**src/rtl/alu_seq_pkg.sv**
```systemverilog
// ============================================================================
// alu_seq_pkg : shared constants, types and op mapping for the sequencer
// Rev 1.0
// ============================================================================
`default_nettype none

package alu_seq_pkg;

  localparam int SLICE_W = 6;

  localparam logic [3:0] ALU_AND = 4'b0000;
  localparam logic [3:0] ALU_OR  = 4'b0001;
  localparam logic [3:0] ALU_ADD = 4'b0010;
  localparam logic [3:0] ALU_SUB = 4'b0110;
  localparam logic [3:0] ALU_NOR = 4'b1100;

  localparam logic [2:0] REQ_AND = 3'd0;
  localparam logic [2:0] REQ_OR  = 3'd1;
  localparam logic [2:0] REQ_ADD = 3'd2;
  localparam logic [2:0] REQ_SUB = 3'd3;
  localparam logic [2:0] REQ_NOR = 3'd4;

  typedef enum logic [1:0] {
    ST_IDLE = 2'd0,
    ST_RUN  = 2'd1,
    ST_DONE = 2'd2
  } seq_state_e;

  typedef struct packed {
    logic [3:0] alu_op;
    logic       carry_init;
    logic       arith;
  } op_cfg_t;

  // Reserved request opcodes fall through to AND.
  function automatic op_cfg_t map_op(input logic [2:0] req_op);
    op_cfg_t cfg;
    cfg.alu_op     = ALU_AND;
    cfg.carry_init = 1'b0;
    cfg.arith      = 1'b0;
    case (req_op)
      REQ_OR:  cfg.alu_op = ALU_OR;
      REQ_ADD: begin
        cfg.alu_op = ALU_ADD;
        cfg.arith  = 1'b1;
      end
      REQ_SUB: begin
        cfg.alu_op     = ALU_SUB;
        cfg.carry_init = 1'b1;
        cfg.arith      = 1'b1;
      end
      REQ_NOR: cfg.alu_op = ALU_NOR;
      default: cfg.alu_op = ALU_AND;
    endcase
    return cfg;
  endfunction

endpackage

`default_nettype wire

```
**src/rtl/alu_multiword_sequencer.sv**
```systemverilog
// ============================================================================
// alu_multiword_sequencer : feeds a 6-bit ALU one slice per cycle, LSB first,
// chaining carry through a register. Optional macro ALU_SEQ_OVERFLOW_EN.
// Rev 1.0
// ============================================================================
`default_nettype none

module alu_multiword_sequencer
  import alu_seq_pkg::*;
#(
  parameter int NUM_SLICES = 2
) (
  input  logic                            clk,
  input  logic                            rst_n,
  input  logic                            req_valid,
  output logic                            req_ready,
  input  logic [2:0]                      req_op,
  input  logic [SLICE_W*NUM_SLICES-1:0]   req_a,
  input  logic [SLICE_W*NUM_SLICES-1:0]   req_b,
  output logic [SLICE_W-1:0]              alu_a,
  output logic [SLICE_W-1:0]              alu_b,
  output logic                            alu_carry_in,
  output logic [3:0]                      alu_op,
  input  logic [SLICE_W-1:0]              alu_result,
  input  logic                            alu_carry_out,
  output logic                            rsp_valid,
  input  logic                            rsp_ready,
  output logic [SLICE_W*NUM_SLICES-1:0]   rsp_result,
  output logic                            rsp_carry,
  output logic                            rsp_zero
`ifdef ALU_SEQ_OVERFLOW_EN
  ,
  output logic                            rsp_overflow
`endif
);

  localparam int W     = SLICE_W * NUM_SLICES;
  localparam int IDX_W = (NUM_SLICES > 1) ? $clog2(NUM_SLICES) : 1;
  localparam logic [IDX_W-1:0] LAST_IDX = IDX_W'(NUM_SLICES - 1);

  seq_state_e       state_q, state_d;
  logic [IDX_W-1:0] idx_q, idx_d;
  logic [3:0]       aluop_q, aluop_d;
  logic             arith_q, arith_d;
  logic [W-1:0]     a_q, a_d, b_q, b_d;
  logic [W-1:0]     result_q, result_d;
  logic             carry_q, carry_d;
  logic             rsp_carry_q, rsp_carry_d;
  logic             rsp_zero_q, rsp_zero_d;
  op_cfg_t          req_cfg;
`ifdef ALU_SEQ_OVERFLOW_EN
  logic             ovf_q, ovf_d;
  logic             msb_cin;
`endif

  assign req_cfg = map_op(req_op);

  always_ff @(posedge clk or negedge rst_n) begin
    if (!rst_n) begin
      state_q     <= ST_IDLE;
      idx_q       <= '0;
      aluop_q     <= ALU_AND;
      arith_q     <= 1'b0;
      a_q         <= '0;
      b_q         <= '0;
      result_q    <= '0;
      carry_q     <= 1'b0;
      rsp_carry_q <= 1'b0;
      rsp_zero_q  <= 1'b0;
`ifdef ALU_SEQ_OVERFLOW_EN
      ovf_q       <= 1'b0;
`endif
    end else begin
      state_q     <= state_d;
      idx_q       <= idx_d;
      aluop_q     <= aluop_d;
      arith_q     <= arith_d;
      a_q         <= a_d;
      b_q         <= b_d;
      result_q    <= result_d;
      carry_q     <= carry_d;
      rsp_carry_q <= rsp_carry_d;
      rsp_zero_q  <= rsp_zero_d;
`ifdef ALU_SEQ_OVERFLOW_EN
      ovf_q       <= ovf_d;
`endif
    end
  end

  always_comb begin
    state_d      = state_q;
    idx_d        = idx_q;
    aluop_d      = aluop_q;
    arith_d      = arith_q;
    a_d          = a_q;
    b_d          = b_q;
    result_d     = result_q;
    carry_d      = carry_q;
    rsp_carry_d  = rsp_carry_q;
    rsp_zero_d   = rsp_zero_q;
    req_ready    = 1'b0;
    rsp_valid    = 1'b0;
    alu_a        = '0;
    alu_b        = '0;
    alu_carry_in = 1'b0;
    alu_op       = ALU_AND;
`ifdef ALU_SEQ_OVERFLOW_EN
    ovf_d        = ovf_q;
    msb_cin      = 1'b0;
`endif
    case (state_q)
      ST_IDLE: begin
        req_ready = 1'b1;
        if (req_valid) begin
          aluop_d = req_cfg.alu_op;
          arith_d = req_cfg.arith;
          a_d     = req_a;
          b_d     = req_b;
          idx_d   = '0;
          carry_d = req_cfg.carry_init;
          state_d = ST_RUN;
        end
      end
      ST_RUN: begin
        alu_a        = a_q[idx_q*SLICE_W +: SLICE_W];
        alu_b        = b_q[idx_q*SLICE_W +: SLICE_W];
        alu_carry_in = carry_q;
        alu_op       = aluop_q;
        result_d[idx_q*SLICE_W +: SLICE_W] = alu_result;
        carry_d      = arith_q ? alu_carry_out : 1'b0;
        if (idx_q == LAST_IDX) begin
          // Flags are taken from the fully assembled next-state result.
          rsp_carry_d = carry_d;
          rsp_zero_d  = (result_d == '0);
`ifdef ALU_SEQ_OVERFLOW_EN
          msb_cin = alu_result[SLICE_W-1] ^ alu_a[SLICE_W-1] ^
                    ((aluop_q == ALU_SUB) ? ~alu_b[SLICE_W-1] : alu_b[SLICE_W-1]);
          ovf_d   = arith_q & (msb_cin ^ alu_carry_out);
`endif
          state_d = ST_DONE;
        end else begin
          idx_d = idx_q + IDX_W'(1);
        end
      end
      ST_DONE: begin
        rsp_valid = 1'b1;
        if (rsp_ready) begin
          state_d = ST_IDLE;
        end
      end
      default: state_d = ST_IDLE;
    endcase
  end

  assign rsp_result = result_q;
  assign rsp_carry  = rsp_carry_q;
  assign rsp_zero   = rsp_zero_q;
`ifdef ALU_SEQ_OVERFLOW_EN
  assign rsp_overflow = ovf_q;
`endif

endmodule

`default_nettype wire

```
**config.mk**
```make
export PLATFORM = sky130hd
export DESIGN_NAME = alu_multiword_sequencer
export DESIGN_NICKNAME = d
export VERILOG_FILES = /design/src/rtl/alu_seq_pkg.sv /design/src/rtl/alu_multiword_sequencer.sv
export SDC_FILE = /design/constraint.sdc
export NUM_CORES = 1
export LEC_CHECK = 0
export CORE_MARGIN = 2
export CORE_UTILIZATION = 44
export DETAILED_ROUTE_END_ITERATION = 10
export PLACE_DENSITY = 0.79
export SLEW_MARGIN = 20
export SYNTH_ARGS = -nofsm -noshare
export SYNTH_HDL_FRONTEND = slang
export SYNTH_SLANG_ARGS = --single-unit
```
**constraint.sdc**
```tcl
create_clock -name clk -period 2.5 [get_ports clk]
set_input_delay 0.75 -clock clk [delete_from_list [all_inputs] [get_ports clk]]
set_output_delay 0.75 -clock clk [all_outputs]
set_load 0.05 [all_outputs]
```
### After elaboration in Yosys (flattened, before gate mapping)

Index checks and enable logic that the tools add are counted.
Widths: inputs -> output; s select.

* register bits: 47
* input port bits: 38
* output and inout bits: 33
* word-level logic and storage cells: 54

* $add $sub $neg: 2
* $mul: 1
* eq/ne operators: 9
* shift-type cells: 4
* multiplexer cells: 20
* reduce and logical (&&, ||, !) cells: 8

Operators by type and width (count)
* $neg 4->34: 1
* $shift 6x34->12 const A: 1
* $shiftx 6x34->12: 1
* $shiftx 12x5->6: 2
* $pmux 4 s4: 1
* $bwmux 12: 1
* $logic_not 12->1: 1
* $mux 6: 2
* $mux 1: 9
* $eq 3x2->1 const B: 2
* $mux 2: 3
* $ne 2x2->1 const B: 3
* $pmux 2 s3: 1
* $reduce_and 2->1: 3
* $mux 4: 1
* $pmux 1 s2: 2
* $eq 3x1->1 const B: 1
* $eq 3x3->1 const B: 1
* $mul 1x2->3 const B: 1
* $reduce_and 3->1: 1
* $eq 2x1->1 const B: 1
* $eq 2x2->1 const B: 1
* $logic_not 2->1: 1
* $reduce_bool 2->1: 1
* 2 further kinds: 2

### Depth between registers and ports, before layout

Gate-level depths: netlist (run 1).

* depth after elaboration: 5
* depth in mapped cells: 6
* gate-level depth less buffers: 3

### Worst setup path before layout (run 1)

OpenSTA, ideal clock, no wires.

* kind: reg-to-output
* start: reg state_q[0]
* end: out alu_a[0]
* arrival time: 1.481 ns
* required time: 1.750 ns
* slack: 0.269 ns
* cell stages (with the launch flop): 7
* buffers on the path: 3
* path through: dfrtp_1 nor2b_1 buf_6 nor2b_4 buf_6 buf_8 a22o_1

* cells in the longest elaborated chain, start to end: 2

Ends and longest elaborated chain
* start, declared: line alu_multiword_sequencer.sv:41 `seq_state_e state_q, state_d;`
* start signal, assigned: line alu_multiword_sequencer.sv:74 `state_q <= state_d;`
* $eq 2x1->1: line alu_multiword_sequencer.sv:111 `case (state_q)`
* $mux 6: line alu_multiword_sequencer.sv:111
* end, declared: line alu_multiword_sequencer.sv:20 `output logic [SLICE_W-1:0] alu_a,`

No other way between the ends.

### Worst setup path in the final report (run 1)

* start: reg state_q[1]
* end: out req_ready

* cells in the longest elaborated chain, start to end: 2

Ends and longest elaborated chain
* $logic_not 2->1: line alu_multiword_sequencer.sv:111
* $mux 1: line alu_multiword_sequencer.sv:111
* end, declared: line alu_multiword_sequencer.sv:16 `output logic req_ready,`

No other way between the ends.

==> metrics.md, run 1 <==
| Metric | Value |
|---|---|
| Status | complete, no violations |
| Mean number of vias per cell | 4.97 |
| Post-detail-place hpwl | 3.21 mm |
| Total negative setup slack | 0 ps |
| Largest net degree at the start of global routing | 25 |
| Clock power frac | 11.3% |
| Tightest Hold Check Type | in2async |
| Mapped Nets | 236 |
| Hold WS | 415 ps |
| Startpoint Class | register |
| Worst Reg-to-Reg Cells | 5 |
| Register area share after synthesis | 57.5% |
| Syn_area_per_cell | 10.1 sq um |
| # hold bufs at CTS | 0 |
| Vias in the first global route | 1624 |
| Clk_lat worst skew | 290 ps |
| Final instance count without filler cells | 325 |
| Via count | 1616 |
| Synth area leaders | dfrtp_1 (58%), nand2_1 (15%), mux2_2 (6.8%) |
| Fmax achieved | 415 MHz |
| Tot Pwr | 4.00 mW |
| Power Dens Cells | 1330 mW/mm^2 |
| Yosys top cell area share | 57.5% |
| Mapped Area | 0.00200 sq mm |
| Most used DFF post-synth | dfrtp_1 |
| Post-route cell area | 0.00301 sq mm |
| FP Rows | 24 |
| Fin nets | 310 |
| Leakage | 1.42 nW |
| Crit path DAT | 1660 ps |
| First DRT Iteration DRCs | 81 |
| Layout area overhead | 50.7% |
| Logic pwr share | 56.3% |
| Clk_skew | 4.62 ps |
| CTS sink cnt | 46 |
| RSZ-0062 raised after global routing | false |
| Fill count | 323 |
| Worst EP required | 1750 ps |
| Detailed-route wire length per cell | 13.1 microns |
| GRT Resource Usage Total | 17.9% |
| Post-synth cell types | 27 |
| CTS tree | yes |
| Root Driver | clkbuf_8 |
| Sequential cell area | 0.00115 sq mm |
| CP max FO | 6 |
| Sw Ratio | 43.3% |
| Die width | 71.4 microns |
| CTS Buf Count | 5 |
| Hold Vio Cnt, Final | 0 |
| Part of the power in registers | 32.3% |
| Final worst slack | 93.2 ps |
| Initial antenna violation count | 0 |
| Congestion Overflow GR | 0 |
| Synth area leader | dfrtp_1 |
| Clock slew at reported path FFs | 80 ps |
| CP Capture Type | output port |
| Placed cell count | 315 |
| Final setup vio count | 0 |
| Num ports | 71 |
| Crit Reg-Reg Endpoint | rsp_result[2] |
| Worst VDD drop | 639 uV |
| Worst-Margin Slew | 504 ps |
| R2R setup slack | 950 ps |
| Ys async rst share | 100% |
| Minimum clock period | 2410 ps |
| Core region area | 0.00435 sq mm |
| Reg-to-reg critical path startpoint | state_q[0] |
| Critical path launch point | state_q[1] |
| Worst slew margin | 66.3% |
| Post-synth EDFFs | 0 |
| Max_cap viols | 0 |
| Post-route clock period utilization | 96.3% |
| Post-DP Area | 0.00291 sq mm |
| First-pass GRT wire length | 7.26 mm |
| Final core utilization | 69.2% |
| Drt drc | 0 |
| Mapped Cells | 198 |
| WL final | 4.26 mm |
| Ant diodes | 0 |
| Slew Limit Fails | 0 |
| Initial Util | 45.9% |
| Critical path destination | req_ready |
| Port Buffers | 70 |
| P_int | 2.27 mW |
| Multi-input logic area | 772 sq um |
| Max clock buf depth | 2 |
| Synth Warn # | 0 |
| Routed Antenna Nets | 0 |
| Pre-CTS WS | 279 ps |
| Critical path class | reg2out |
| GPL Wtd Cong | 0.846 |
| Drt pass-1 iters | 4 |
| Seq cells post-synth | 46 |
| Ratio of cells with drive above 1 in the final layout | 18.7% |
| Psw | 1.73 mW |
| H-tree depth | 2 |
| Total die area | 0.00510 sq mm |
| Die height | 71.4 microns |
## logic make-up after synthesis
| family | synth area share (%) |
|---|---|
| compound gates | 7.57 |
| simple gates | 23.4 |
| flops | 57.5 |
| mux | 7.25 |
| buf+inv | 4.25 |
## area by class of cell
cell class	count	area share, %
inverters	1	0.125
repair buffers	79	30.9
multi-input cells	139	25.6
well taps	52	2.16
clock buffers	7	2.86
clock inverters	1	0.166
flip-flops and latches	46	38.2
## worst min-delay path by stage
stage                          start    endpoint  slack [ps]  depth (start not counted)
after CTS                      rst_n  state_q[1]         420                          1
after detailed placement  aluop_q[0]  aluop_q[0]         460                          2
final                          rst_n   rsp_carry         410                          1
after global routing           rst_n   rsp_carry         450                          1
after floorplan           aluop_q[0]  aluop_q[0]         430                          2
after global placement    aluop_q[0]  aluop_q[0]         450                          2
## power by group through the flow
stage / Clock, mW / Combinational, mW / Sequential [mW]
3_3_place_gp: 0 / 2.23 / 1.29
4_1_cts: 0.468 / 2.28 / 1.30
3_5_place_dp: 0 / 2.26 / 1.31
6_report: 0.453 / 2.26 / 1.30
5_1_grt: 0.504 / 2.39 / 1.34
2_1_floorplan: 0 / 1.06 / 1.63
## cells in the final DEF, fill, tap and decap left out, types with 2 or more instances in the layout
master,n
nand3b_1,2
buf_12,17
nand3_1,4
clkbuf_8,6
a22o_1,11
and2_1,6
o21ai_0,4
mux2_2,12
dfrtp_1,46
nor4_1,3
nand2b_1,2
nor2_1,3
clkdlybuf4s50_1,51
buf_4,10
nand2_1,82
## critical path: stages, from the launching register on
cell and delay [ps]:
dfrtp_1 450, nor2_1 120, clkdlybuf4s50_1 800
## cells in the mapped netlist, types with 2 or more instances
library cell and count:
nand3b_1 2, nand3_1 4, nand2_1 82, buf_2 5, nor2_1 3, mux2_2 12, o21ai_0 4, dfrtp_1 46
clkbuf_1 3, nand2b_1 2, nor4_1 3, and2_1 6, a22o_1 11, buf_6 2
## layer usage
layer | vias to the layer above | global-route usage (%) | share of wire (%)
met3 | 5 | 5.49 | 6.8
li1 | 798 | - | -
met4 | 0 | 5.03 | 0.87
met2 | 53 | 29.2 | 50
met5 | - | 0 | 0
met1 | 760 | 23.2 | 42
## repair_timing
item | in CTS | in global routing
gates resized for setup | 0 | 1
setup endpoints to repair | 11 | 11
hold endpoints to repair | 0 | 0
setup buffers | 2 | 0
## flip-flops by register name, indices dropped and copies added (netlist names)
signal      count
a_q            12
aluop_q         3
arith_q         1
b_q            12
carry_q         1
idx_q           1
rsp_carry       1
rsp_result     12
rsp_zero        1
state_q         2
Power figures use the tool's default switching activity.
==> inputs of run 2 (changes only) <==
- CTS_CLUSTER_SIZE: not set -> 24
==> results of run 2 <==
Final layout, timing and power as in run 1 (identical DEF).
